[src/rtl/alu_share_arbiter.sv]
// alu_share_arbiter
//   Shares one external combinational ALU between two requesters (0: core
//   datapath, 1: auxiliary unit). One op in flight: accept (IDLE), drive the ALU
//   for one cycle (EXEC), then hold the registered result until the owner takes
//   it (RESP).
//   Build option: define ALU_ARB_FIXED_PRIO_EN to make requester 0 always win
//   ties. Without it, ties alternate round-robin.
// Ports
//   clk, reset                      clock, synchronous active-high reset
//   req_valid/req_ready [1:0]       op request handshake, one bit per requester
//   req_a*/req_b*/req_op*           operands and ALU control per requester
//   resp_valid/resp_ready [1:0]     result handshake, one bit per requester
//   resp_result, resp_z             registered ALU result and flag (shared bus)
//   alu_srca/alu_srcb/alu_ctrl      to the shared ALU
//   alu_result/alu_flag             from the shared ALU (same cycle)
//   op_cnt0/op_cnt1                 saturating completed-op counters
module alu_share_arbiter #(
  parameter int unsigned WIDTH = 32,
  parameter int unsigned OP_W  = 3,
  parameter int unsigned CNT_W = 16
) (
  input  logic             clk,
  input  logic             reset,
  input  logic [1:0]       req_valid,
  output logic [1:0]       req_ready,
  input  logic [WIDTH-1:0] req_a0,
  input  logic [WIDTH-1:0] req_a1,
  input  logic [WIDTH-1:0] req_b0,
  input  logic [WIDTH-1:0] req_b1,
  input  logic [OP_W-1:0]  req_op0,
  input  logic [OP_W-1:0]  req_op1,
  output logic [1:0]       resp_valid,
  input  logic [1:0]       resp_ready,
  output logic [WIDTH-1:0] resp_result,
  output logic             resp_z,
  output logic [WIDTH-1:0] alu_srca,
  output logic [WIDTH-1:0] alu_srcb,
  output logic [OP_W-1:0]  alu_ctrl,
  input  logic [WIDTH-1:0] alu_result,
  input  logic             alu_flag,
  output logic [CNT_W-1:0] op_cnt0,
  output logic [CNT_W-1:0] op_cnt1
);

  typedef enum logic [1:0] {
    S_IDLE = 2'd0,
    S_EXEC = 2'd1,
    S_RESP = 2'd2
  } state_t;

  state_t           state;
  state_t           state_nxt;
  logic             grant;
  logic             owner;
  logic             accept;
  logic             release_op;
  logic [WIDTH-1:0] opnd_a;
  logic [WIDTH-1:0] opnd_b;
  logic [OP_W-1:0]  opnd_op;

`ifndef ALU_ARB_FIXED_PRIO_EN
  logic             rr_last;
`endif

  // Arbitration: a single requester always wins; ties resolved by build option.
  always_comb begin
    grant = ~req_valid[0];
`ifndef ALU_ARB_FIXED_PRIO_EN
    if (req_valid == 2'b11) begin
      grant = ~rr_last;
    end
`endif
  end

  // State register.
  always_ff @(posedge clk) begin
    if (reset) begin
      state <= S_IDLE;
    end else begin
      state <= state_nxt;
    end
  end

  // Next state and handshake outputs.
  always_comb begin
    state_nxt  = state;
    req_ready  = 2'b00;
    resp_valid = 2'b00;
    alu_ctrl   = '0;
    accept     = 1'b0;
    release_op = 1'b0;
    unique case (state)
      S_IDLE: begin
        if (req_valid != 2'b00) begin
          req_ready = grant ? 2'b10 : 2'b01;
          accept    = 1'b1;
          state_nxt = S_EXEC;
        end
      end
      S_EXEC: begin
        alu_ctrl  = opnd_op;
        state_nxt = S_RESP;
      end
      S_RESP: begin
        resp_valid = owner ? 2'b10 : 2'b01;
        if (resp_ready[owner]) begin
          release_op = 1'b1;
          state_nxt  = S_IDLE;
        end
      end
      default: state_nxt = S_IDLE;
    endcase
  end

  assign alu_srca = opnd_a;
  assign alu_srcb = opnd_b;

  // Operand latch, result capture and ownership.
  always_ff @(posedge clk) begin
    if (reset) begin
      opnd_a      <= '0;
      opnd_b      <= '0;
      opnd_op     <= '0;
      owner       <= 1'b0;
      resp_result <= '0;
      resp_z      <= 1'b0;
    end else begin
      if (accept) begin
        opnd_a  <= grant ? req_a1  : req_a0;
        opnd_b  <= grant ? req_b1  : req_b0;
        opnd_op <= grant ? req_op1 : req_op0;
        owner   <= grant;
      end
      if (state == S_EXEC) begin
        resp_result <= alu_result;
        resp_z      <= alu_flag;
      end
    end
  end

`ifndef ALU_ARB_FIXED_PRIO_EN
  // Reset to 1 so requester 0 wins the first tie.
  always_ff @(posedge clk) begin
    if (reset) begin
      rr_last <= 1'b1;
    end else if (release_op) begin
      rr_last <= owner;
    end
  end
`endif

  // Completed-op counters, saturating at all-ones.
  always_ff @(posedge clk) begin
    if (reset) begin
      op_cnt0 <= '0;
      op_cnt1 <= '0;
    end else if (release_op) begin
      if (!owner && (op_cnt0 != '1)) op_cnt0 <= op_cnt0 + CNT_W'(1);
      if (owner  && (op_cnt1 != '1)) op_cnt1 <= op_cnt1 + CNT_W'(1);
    end
  end

endmodule
[config.mk]
export PLATFORM = sky130hd
export DESIGN_NAME = alu_share_arbiter
export DESIGN_NICKNAME = d
export VERILOG_FILES = /design/src/rtl/alu_share_arbiter.sv
export SDC_FILE = /design/constraint.sdc
export NUM_CORES = 1
export LEC_CHECK = 0
export CAP_MARGIN = 20
export CELL_PAD_IN_SITES_DETAIL_PLACEMENT = 0
export CELL_PAD_IN_SITES_GLOBAL_PLACEMENT = 1
export CORE_ASPECT_RATIO = 1.2
export CORE_MARGIN = 10
export CORE_UTILIZATION = 48
export CTS_CLUSTER_DIAMETER = 30
export CTS_CLUSTER_SIZE = 28
export DETAILED_ROUTE_END_ITERATION = 6
export DONT_BUFFER_PORTS = 1
export GPL_ROUTABILITY_DRIVEN = 0
export PLACE_DENSITY_LB_ADDON = 0.1
export SLEW_MARGIN = 20
export SYNTH_ARGS = -nofsm -noshare
export SYNTH_HDL_FRONTEND = slang
export SYNTH_SLANG_ARGS = --single-unit
[constraint.sdc]
create_clock -name clk -period 4.4 [get_ports clk]
set_input_delay 0.44 -clock clk [delete_from_list [all_inputs] [get_ports clk]]
set_output_delay 0.44 -clock clk [all_outputs]
set_load 0.01 [all_outputs]
==> impl_summary.md <==
Logic synthesis
Counting flops and latches in the post-synthesis netlist gives approximately 140. The share of synthesized flip-flops with an asynchronous set or reset is 0. Sorting the synthesized cells by area gives the leading types as sky130_fd_sc_hd__dfxtp_1 46%, sky130_fd_sc_hd__mux2i_1 12%, sky130_fd_sc_hd__a211oi_1 8.8%. Of the post-synthesis cell area, the dominant cell type holds 0.461.

Synthesis instantiated 39 different standard cells from the library. Averaged over all synthesized cells, the footprint is roughly 8.9 sq um. Summed over all instances, the cell type with the most area after synthesis is sky130_fd_sc_hd__dfxtp_1. The Yosys step of the flow raised 0 warnings.

In this run the cell area of the synthesized design comes to a little under 6000 sq um. The count of mapped cells out of synthesis is between 600 and 700. Of the synthesized area, sequential elements account for 0.461. The number of enable-type register cells in the synthesized netlist is 0. The synthesized netlist net count is between 800 and 900. The dominant synthesized flop cell is sky130_fd_sc_hd__dfxtp_1.

Timing
In the finished design, the share of the clock period the worst path needs comes to 0.572. Setup repair after global routing left no endpoint under its margin. The count of pins over their slew limit came to 0. Setup total negative slack on the finished layout was measured at 0 ns. The tightest slew margin relative to the limit is 0.302. Timing would allow up to 0.398 GHz.

Setup violations remaining at the end of the flow were counted as 0. The transition at the pin with the smallest max-transition slack is ~1.0 ns. The final hold violation count is 0. The post-route minimum period is ~2.5 ns. Between clock sinks in the finished design, the worst skew comes to between 0.009 and 0.01 ns.

Floorplan
The die outline height is roughly 140 um. The area of the placeable core is ~12000 sq um. The die covers 17200 sq um. The number of standard-cell rows in the floorplan is 44. In this run the horizontal extent of the chip is between 100 and 150 um.

For this design the top-level I/O count stands at 309. The starting density of the core is 0.490.

GRT
Across every metal layer, demand over resource in global routing totals 0.199. The global-route wire length before repair is 27100 um. The initial antenna violation count is 0. The total overflow left after global routing is 0.

The via count of the first global-routing pass is 4619. The maximum number of pins on one net before global-route repair is approximately 140.

Clock network
TritonCTS built the clock tree. No sink is reached through more buffers than the 2 on the longest clock path. The count of cells resized by post-cts repair is 0.

For the worst-skew pair, the clock arrives at the later sink with an insertion delay of ~0.4 ns. The post-CTS setup buffer count is 0. In this run, CTS created clock tree buffers numbering 17.

The number of buffers inserted for hold repair after clock tree synthesis is 0. The clock net in this run drives a total of 136 sinks. The tree is rooted in a sky130_fd_sc_hd__clkbuf_16.

After clock tree synthesis, the clock-pin slew on the worst setup and hold paths is about 0.060 ns. The H-tree depth is 4.

Detailed routing
After detailed routing, the number of vias per cell comes to approximately 5.8. The routed layout has 4659 vias. For this block, the initial DRC count from the detailed router was 202. The post-detailed-route count of antenna-violating nets is 0. Dividing the detail-routed wire length by the instance count gives around 22 um. The total DRC errors in the routed layout is 0.

The total wire length is 18000 um. The total iterations of the first detailed-routing run is 5.

Placement
The wire-length estimate of the detail-placed layout is between 10000 and 15000 um. The cell area reported after detailed placement is roughly 6000 sq um. Buffers placed on the I/O ports in this run total 0.

Cells and area
Relative to the synthesized area, the layout overhead comes to 10.8%. In the final layout, the share of cells above drive strength 1 is 0.0742. Leaving out fill and tap cells, the most frequent cell in the layout is sky130_fd_sc_hd__dfxtp_1. 0 antenna diodes ended up in the layout. In the layout the commonest cells are 136 x sky130_fd_sc_hd__dfxtp_1, 76 x sky130_fd_sc_hd__nand2_1, 75 x sky130_fd_sc_hd__nor2_1.

After routing the design area is 6540 sq um. The final net count is between 800 and 900.

Power
The power density relative to cell area is between 400 and 500 nW/um^2. Summed over all cells, the static leakage comes to roughly 2.5 nW. The maximum ir drop on the vdd rail is roughly 0.25 mV.

Min path
The class of the tightest hold or removal check is primary input to register.

Flow run
The number of maximum-capacitance violations is 0.

Setup path
The critical path is of the register to output pin type. Along the worst path, the maximum fanout reaches 68. The worst setup path is launched from a register. At the worst endpoint, the arrival time is 2.07 ns. The critical path data required time is 3.96 ns.

The endpoint class of the critical path is an output pin.

Run status
The flow ran to the end, and the final reports show no timing, DRC or antenna violations.
[registers in the layout, indices dropped and copies added, names as in the netlist]
signal / count
alu_srcb: 32
state: 2
rr_last: 1
op_cnt0: 16
opnd_op: 3
op_cnt1: 16
resp_result: 32
resp_z: 1
owner: 1
alu_srca: 32
[metrics by stage]
stage	util	power, W	setup WS [ns]	hold WS [ns]	cells
after global routing	0.543	0.00334	1.78	0.0933	808
after detailed placement	0.492	0.00181	2.20	0.488	777
after CTS	0.543	0.00324	1.87	0.0936	808
after global placement	0.492	0.00180	2.24	0.483	777
final	0.543	0.00320	1.89	0.106	808
after floorplan	-	0.00174	2.61	0.474	661
[synth_stat cells (all sizes together), types with 11 or more instances]
cell / instances
nor2: 75
buf: 20
clkbuf: 30
nand2: 76
mux2i: 69
or4: 12
nand4: 11
or3: 14
nand3: 12
o21ai: 14
dfxtp: 136
o31ai: 14
a211oi: 69
a21oi: 63
[layout make-up]
type / count / area (sq um)
clock buffers: 22 / 494
inverters: 6 / 22.5
multi-input cells: 469 / 2950
well taps: 161 / 201
fillers: 1111 / 5520
clock inverters: 9 / 113
flip-flops and latches: 136 / 2720
repair buffers: 5 / 37.5
[kinds of logic (layout without fill, tap and decap cells)]
group	count (synthesis)	in the layout	share of synthesized area
compound gates	163	163	0.176
xor+xnor	1	1	0.00148
fa+ha+maj	2	2	0.00424
buf+inv	56	42	0.0424
flops	136	136	0.461
mux	71	71	0.121
simple gates	232	232	0.194
[power breakdown]
part	switching [W]	total [W]	internal, W
Sequential	0.000137	0.00147	0.00134
Clock	0.000514	0.00142	0.000911
Combinational	0.000174	0.000298	0.000124
Total	0.000825	0.00320	0.00237
[metal layers]
layer	share of wire	global-route usage	vias to the layer above
met5	0	0	-
met2	0.52	0.347	183
met4	0.012	0.0597	0
li1	-	-	2339
met1	0.36	0.205	2122
met3	0.11	0.0996	15
[worst max-delay path, stage by stage, from the launching register on]
cell and delay, ns:
sky130_fd_sc_hd__dfxtp_1 0.35, sky130_fd_sc_hd__o21ai_4 0.16, sky130_fd_sc_hd__buf_4 0.81, sky130_fd_sc_hd__and2_1 0.31
[final timing paths]
path,startpoint,endpoint,slack [ns],cells after the start
setup / recovery,rr_last,req_ready[1],1.89,3
hold / removal,reset,op_cnt1[7],0.11,1
setup reg to reg,op_cnt1[0],op_cnt1[1],2.18,6
hold reg to reg,opnd_op[2],opnd_op[2],0.50,2
No activity file was read; power rests on OpenSTA's default activity.
